===== config.mk =====
export PLATFORM = sky130hd
export DESIGN_NAME = multicycle_ctrl
export DESIGN_NICKNAME = d
export VERILOG_FILES = /design/src/rtl/mcpu_pkg.sv /design/src/rtl/mctrl_branch_eval.sv /design/src/rtl/multicycle_ctrl.sv
export SDC_FILE = /design/constraint.sdc
export NUM_CORES = 1
export LEC_CHECK = 0
export BUFFER_PORTS_ARGS = -buffer_cell sky130_fd_sc_hd__buf_4
export CAP_MARGIN = 40
export CORE_ASPECT_RATIO = 0.9
export CORE_MARGIN = 3
export CORE_UTILIZATION = 30
export CTS_BUF_LIST = sky130_fd_sc_hd__clkbuf_16
export CTS_CLUSTER_DIAMETER = 80
export DETAILED_ROUTE_END_ITERATION = 7
export GPL_TIMING_DRIVEN = 1
export MAX_ROUTING_LAYER = met4
export RECOVER_POWER = 100
export SETUP_SLACK_MARGIN = 0.02
export SYNTH_ARGS = -nofsm -noshare
export SYNTH_HDL_FRONTEND = slang
export SYNTH_HIERARCHICAL = 1
export SYNTH_SLANG_ARGS = --single-unit

===== constraint.sdc =====
create_clock -name clk -period 3.98 [get_ports clk]
set_input_delay 0.199 -clock clk [delete_from_list [all_inputs] [get_ports clk]]
set_output_delay 0.199 -clock clk [all_outputs]
set_load 0.02 [all_outputs]

===== src/rtl/mcpu_pkg.sv =====
// Shared types and encodings for the multi-cycle RV32 subset core control path.
package mcpu_pkg;

  typedef enum logic [3:0] {
    S_FETCH,
    S_DECODE,
    S_MEM_ADDR,
    S_MEM_RD,
    S_MEM_WB,
    S_MEM_WR,
    S_EXEC_R,
    S_EXEC_I,
    S_EXEC_C,
    S_ALU_WB,
    S_BRANCH,
    S_JAL,
    S_HALT
  } state_t;

  localparam logic [6:0] OP_LOAD    = 7'b0000011;
  localparam logic [6:0] OP_STORE   = 7'b0100011;
  localparam logic [6:0] OP_RTYPE   = 7'b0110011;
  localparam logic [6:0] OP_ITYPE   = 7'b0010011;
  localparam logic [6:0] OP_CUSTOM0 = 7'b0001011;
  localparam logic [6:0] OP_BRANCH  = 7'b1100011;
  localparam logic [6:0] OP_JAL     = 7'b1101111;

  localparam logic [2:0] F3_BEQ = 3'b000;
  localparam logic [2:0] F3_BGT = 3'b101;

  localparam logic [1:0] ALUOP_ADD    = 2'b00;
  localparam logic [1:0] ALUOP_SUB    = 2'b01;
  localparam logic [1:0] ALUOP_FUNCT  = 2'b10;
  localparam logic [1:0] ALUOP_CUSTOM = 2'b11;

  localparam logic       ADDR_PC     = 1'b0;
  localparam logic       ADDR_ALUOUT = 1'b1;
  localparam logic [1:0] PCSRC_ALU    = 2'b00;
  localparam logic [1:0] PCSRC_ALUOUT = 2'b01;
  localparam logic       SRCA_PC  = 1'b0;
  localparam logic       SRCA_RS1 = 1'b1;
  localparam logic [1:0] SRCB_RS2  = 2'b00;
  localparam logic [1:0] SRCB_FOUR = 2'b01;
  localparam logic [1:0] SRCB_IMM  = 2'b10;
  localparam logic [1:0] WB_ALUOUT = 2'b00;
  localparam logic [1:0] WB_MDR    = 2'b01;
  localparam logic [1:0] WB_PC     = 2'b10;

endpackage


===== src/rtl/mctrl_branch_eval.sv =====
// Branch condition evaluation from funct3 and the ALU flags of rs1 - rs2.
module mctrl_branch_eval
  import mcpu_pkg::*;
(
  input  logic [2:0] funct3,
  input  logic       alu_zero,
  input  logic       alu_neg,
  output logic       taken
);

  always_comb begin
    taken = 1'b0;
    case (funct3)
      F3_BEQ:  taken = alu_zero;
      F3_BGT:  taken = !alu_zero && !alu_neg;
      default: taken = 1'b0;
    endcase
  end

endmodule


===== src/rtl/multicycle_ctrl.sv =====
// Main control FSM of the multi-cycle RV32 subset core.
// Optional performance counters are built when MCTRL_PERF_EN is defined.
module multicycle_ctrl
  import mcpu_pkg::*;
#(
  parameter logic [31:0] RESET_PC        = 32'h0000_0000,
  parameter bit          TRAP_ON_ILLEGAL = 1'b1
) (
  input  logic        clk,
  input  logic        rst_n,
  input  logic [6:0]  opcode,
  input  logic [2:0]  funct3,
  input  logic        alu_zero,
  input  logic        alu_neg,
  input  logic        mem_ready,
  output logic        mem_req,
  output logic        mem_we,
  output logic        mem_addr_sel,
  output logic        ir_we,
  output logic        mdr_we,
  output logic        pc_we,
  output logic [1:0]  pc_src,
  output logic        pc_init,
  output logic [1:0]  alu_op,
  output logic        alu_src_a,
  output logic [1:0]  alu_src_b,
  output logic        reg_we,
  output logic [1:0]  wb_sel,
  output logic        halted
`ifdef MCTRL_PERF_EN
  ,
  output logic [31:0] perf_cycles,
  output logic [31:0] perf_instret
`endif
);

  state_t state, next;
  logic   init_done;
  logic   br_taken;

  // RESET_PC is applied by the datapath; it is kept here for a single point of configuration.
  logic unused_reset_pc;
  assign unused_reset_pc = ^RESET_PC;

  mctrl_branch_eval u_branch_eval (
    .funct3   (funct3),
    .alu_zero (alu_zero),
    .alu_neg  (alu_neg),
    .taken    (br_taken)
  );

  always_ff @(posedge clk or negedge rst_n) begin
    if (!rst_n) begin
      state     <= S_FETCH;
      init_done <= 1'b0;
    end else begin
      state     <= next;
      init_done <= 1'b1;
    end
  end

  // Qualified with rst_n so every output, including mem_req, drops the moment reset asserts.
  assign pc_init = rst_n & ~init_done;

  always_comb begin
    next         = state;
    mem_req      = 1'b0;
    mem_we       = 1'b0;
    mem_addr_sel = ADDR_PC;
    ir_we        = 1'b0;
    mdr_we       = 1'b0;
    pc_we        = 1'b0;
    pc_src       = PCSRC_ALU;
    alu_op       = ALUOP_ADD;
    alu_src_a    = SRCA_PC;
    alu_src_b    = SRCB_RS2;
    reg_we       = 1'b0;
    wb_sel       = WB_ALUOUT;
    halted       = 1'b0;
    if (rst_n) begin
      case (state)
        S_FETCH: begin
          mem_req   = 1'b1;
          alu_src_b = SRCB_FOUR;
          if (mem_ready) begin
            ir_we = 1'b1;
            pc_we = 1'b1;
            next  = S_DECODE;
          end
        end
        S_DECODE: begin
          alu_src_b = SRCB_IMM;
          case (opcode)
            OP_LOAD, OP_STORE: next = S_MEM_ADDR;
            OP_RTYPE:          next = S_EXEC_R;
            OP_ITYPE:          next = S_EXEC_I;
            OP_CUSTOM0:        next = S_EXEC_C;
            OP_BRANCH:         next = S_BRANCH;
            OP_JAL:            next = S_JAL;
            default:           next = TRAP_ON_ILLEGAL ? S_HALT : S_FETCH;
          endcase
        end
        S_MEM_ADDR: begin
          alu_src_a = SRCA_RS1;
          alu_src_b = SRCB_IMM;
          next      = (opcode == OP_STORE) ? S_MEM_WR : S_MEM_RD;
        end
        S_MEM_RD: begin
          mem_req      = 1'b1;
          mem_addr_sel = ADDR_ALUOUT;
          if (mem_ready) begin
            mdr_we = 1'b1;
            next   = S_MEM_WB;
          end
        end
        S_MEM_WB: begin
          reg_we = 1'b1;
          wb_sel = WB_MDR;
          next   = S_FETCH;
        end
        S_MEM_WR: begin
          mem_req      = 1'b1;
          mem_we       = 1'b1;
          mem_addr_sel = ADDR_ALUOUT;
          if (mem_ready) next = S_FETCH;
        end
        S_EXEC_R: begin
          alu_src_a = SRCA_RS1;
          alu_op    = ALUOP_FUNCT;
          next      = S_ALU_WB;
        end
        S_EXEC_I: begin
          alu_src_a = SRCA_RS1;
          alu_src_b = SRCB_IMM;
          alu_op    = ALUOP_FUNCT;
          next      = S_ALU_WB;
        end
        S_EXEC_C: begin
          alu_src_a = SRCA_RS1;
          alu_op    = ALUOP_CUSTOM;
          next      = S_ALU_WB;
        end
        S_ALU_WB: begin
          reg_we = 1'b1;
          next   = S_FETCH;
        end
        S_BRANCH: begin
          alu_src_a = SRCA_RS1;
          alu_op    = ALUOP_SUB;
          pc_src    = PCSRC_ALUOUT;
          pc_we     = br_taken;
          next      = S_FETCH;
        end
        S_JAL: begin
          reg_we = 1'b1;
          wb_sel = WB_PC;
          pc_we  = 1'b1;
          pc_src = PCSRC_ALUOUT;
          next   = S_FETCH;
        end
        S_HALT: halted = 1'b1;
        default: next = S_FETCH;
      endcase
    end
  end

`ifdef MCTRL_PERF_EN
  always_ff @(posedge clk or negedge rst_n) begin
    if (!rst_n) begin
      perf_cycles  <= 32'd0;
      perf_instret <= 32'd0;
    end else begin
      if (state != S_HALT) perf_cycles <= perf_cycles + 32'd1;
      if (state != S_FETCH && next == S_FETCH) perf_instret <= perf_instret + 32'd1;
    end
  end
`endif

endmodule

==> results.cfg <==
[status]
run_status = complete, no violations

[clocking]
insertion_delay_ns = 0.22
post_cts_buffers = 0
cts_root_buf = clkbuf_16
cts_buffer_depth = 2
cts_resized = 0
clk_pin_slew_ns = 0.03
cts_tree = built
htreeDepth = 1
tritoncts.num_buffers = 3
cts.sink_count = 5

[timing]
worst_pin_slew_ns = 1.26
final_max_slew_viol_count = 0
period_share_pct = 65.7
setup_viol = 0
min_period_ns = 2.61
fmax_ghz = 0.383
worst_clock_skew_ns = 0.000224
rsz0062_at_grt = no
setup_tns_ns = 0
final_hold_viol_count = 0
slew_headroom_pct = 15.2

[drt]
top_layer = met4
wl_met1_um = 843
routedWlPerCell_um = 12.9
drtIter0Drc = 22
dr_wl_met2_um = 854
ant_nets = 0
vias = 759
drc = 0
drt_wl_total_mm = 1.85
drt-pass1-iter-count = 4
route.met3.wl_um = 135
vias_per_cell = 5.27

[job]
maxCapViolations = 0

[setup_path]
path_class = reg -> reg
arrival_ns = 2.72
end_kind = flip-flop
worstPathRequired_ns = 4.08
cp-start-kind = flip-flop
crit_fanout = 15

[yosys]
ys_warn_count = 6
synth_nets = 106
netlist_area_um2 = 669
ys_types = 34
ys_seq_elements = 5
synth.avg_cell_area_um2 = 7.36
synthCells = 91
synth.yosys.seq_area_share_pct = 18.7

[placement]
io_buffer_count = 31
dp_hpwl_mm = 1.34
place.gp.congestion = 0.769

[power]
p_per_area_nw_per_um2 = 615
totalPowerFinal_mw = 0.556
ir_worst_vdd_mv = 0.442
power_leakage_nw = 0.354

[floorplanning]
fp.dieArea_um2 = 2830
start_util_pct = 33.3
die_h_um = 50.8
coreArea_um2 = 2010
fp.dieW_um = 55.8
num_rows = 15
pin_count = 33

[finish]
area_growth_pct = 35.0
nFillCells = 219
n_antenna_cell = 0
seq_area_um2 = 125
multi_input_area_um2 = 489
drive_gt1_share_pct = 17.6
nNetsFinal = 135

[min_path]
min_path_type = in -> reg

[grt]
grt_pass1_vias = 769
grt_pass1_wl_mm = 3.26
grt_util_all_layers_pct = 14.3
grt_antenna_before_repair = 0
grt_max_degree = 19
overflow = 0
worst max-delay path, cell delays in order (launching register included):
cell	delay [ns]
dfrtp_1	0.53
xnor2_1	0.33
mux2i_2	0.12
o311ai_0	1.03
nor4b_1	0.16
a211o_1	0.32
final timing paths:
path,slack (ns),cells after the start,from,endpoint
worst max-delay path,1.37,5,state[0]$_DFFE_PN0P_,state[0]$_DFFE_PN0P_
max in group asynchronous,3.06,2,rst_n,state[0]$_DFFE_PN0P_
worst min-delay path,0.37,4,mem_ready,state[0]$_DFFE_PN0P_
worst min register to register,0.82,2,state[3]$_DFFE_PN0P_,state[3]$_DFFE_PN0P_
worst max register to register,1.37,5,state[0]$_DFFE_PN0P_,state[0]$_DFFE_PN0P_
min in group asynchronous,0.51,2,rst_n,state[3]$_DFFE_PN0P_
layer usage:
metal  up-vias  track usage [%]
li1        387                -
met3         4             4.04
met1       344             17.8
met2        24             22.4
met5         -                -
met4         0             4.86
placed cells by master, fill, tap and decap left out, types with 2 or more instances in the layout:
| cell | synthesis | routed |
|---|---|---|
| clkbuf_1 | 4 | 17 |
| buf_4 | 1 | 14 |
| nor2_1 | 9 | 9 |
| nand2_1 | 9 | 9 |
| nor2b_1 | 7 | 7 |
| o21ai_0 | 5 | 5 |
| nand3_1 | 5 | 5 |
| dfrtp_1 | 5 | 5 |
| o211ai_1 | 4 | 4 |
| a21oi_1 | 4 | 4 |
| nor3_1 | 3 | 3 |
| nor3b_1 | 3 | 3 |
| clkbuf_16 | 0 | 3 |
| and3_1 | 2 | 2 |
| nand2b_1 | 2 | 2 |
| xnor2_1 | 2 | 2 |
| nor4b_1 | 2 | 2 |
| a211o_1 | 2 | 2 |
| or3b_1 | 2 | 2 |
| mux2_2 | 2 | 2 |
| conb_1 | 2 | 2 |
synth_stat cells:
master | instances | area (um^2)
nor4b_1 | 2 | 17.5
or3b_1 | 2 | 17.5
a21o_1 | 1 | 7.51
and4_1 | 1 | 8.76
nand3_1 | 5 | 25.0
conb_1 | 2 | 7.51
o2bb2ai_1 | 1 | 8.76
o211ai_1 | 4 | 30.0
a211o_1 | 2 | 17.5
buf_2 | 3 | 15.0
nor3_1 | 3 | 15.0
xnor2_1 | 2 | 17.5
nand4bb_1 | 1 | 11.3
and2b_2 | 1 | 8.76
a21oi_1 | 4 | 20.0
nor3b_1 | 3 | 22.5
clkbuf_1 | 4 | 15.0
mux2_2 | 2 | 22.5
mux2i_1 | 1 | 10.0
o21ai_0 | 5 | 25.0
and3_1 | 2 | 12.5
nand2b_1 | 2 | 12.5
buf_4 | 1 | 7.51
nor4_1 | 1 | 6.26
mux2i_2 | 1 | 13.8
o311ai_4 | 1 | 26.3
a22oi_1 | 1 | 7.51
dfrtp_1 | 5 | 125
nor2_1 | 9 | 33.8
and2_1 | 1 | 6.26
a21boi_0 | 1 | 7.51
nor2b_1 | 7 | 43.8
nand2_1 | 9 | 33.8
and4b_1 | 1 | 10.0
state kept, by name (all words and copies together), names as in the netlist:
name       flops
state          4
init_done      1
stage by stage:
step                setup slack [ns]  hold slack (ns)  util [%]  cell area (um^2)  instances
floorplan                       2.37          -0.0966         -               669         91
global placement                2.16           0.0493      44.6               896        139
detailed placement              2.12           0.0505      44.6               896        139
CTS                             2.06            0.355      49.0               985        144
global route                    1.05            0.397      45.0               903        144
finish                          1.37            0.365      45.0               903        144
report_power, final:
group,switching [mW],total (mW),internal [mW]
combinational,0.155,0.265,0.110
sequential,0.0638,0.131,0.0668
clock,0.0304,0.160,0.130
total,0.250,0.556,0.306
kinds of logic after synthesis:
group	Yosys count	synth area share [%]
xor gates and xnor gates	2	2.62
and+or+nand+nor	50	42.6
other	2	1.12
buffers and inverters	8	5.61
AOI/OAI and AO/OA	20	22.4
muxes	4	6.92
DFF	5	18.7
final cells by class:
class                      instances  area share [%]
sequential                         5            13.9
clock inverter                     1           0.416
multi-input combinational         78            54.2
clock buffer                       3            8.31
timing repair buffer              32            19.8
tap                               25            3.46
what timing repair did:
| action | 4_1_cts | 5_1_grt |
|---|---|---|
| setup endpoints to repair | 0 | 0 |
| endpoints found under the hold margin | 5 | 0 |
| hold buffers | 1 | 0 |
(Power assumes the default switching activity.)
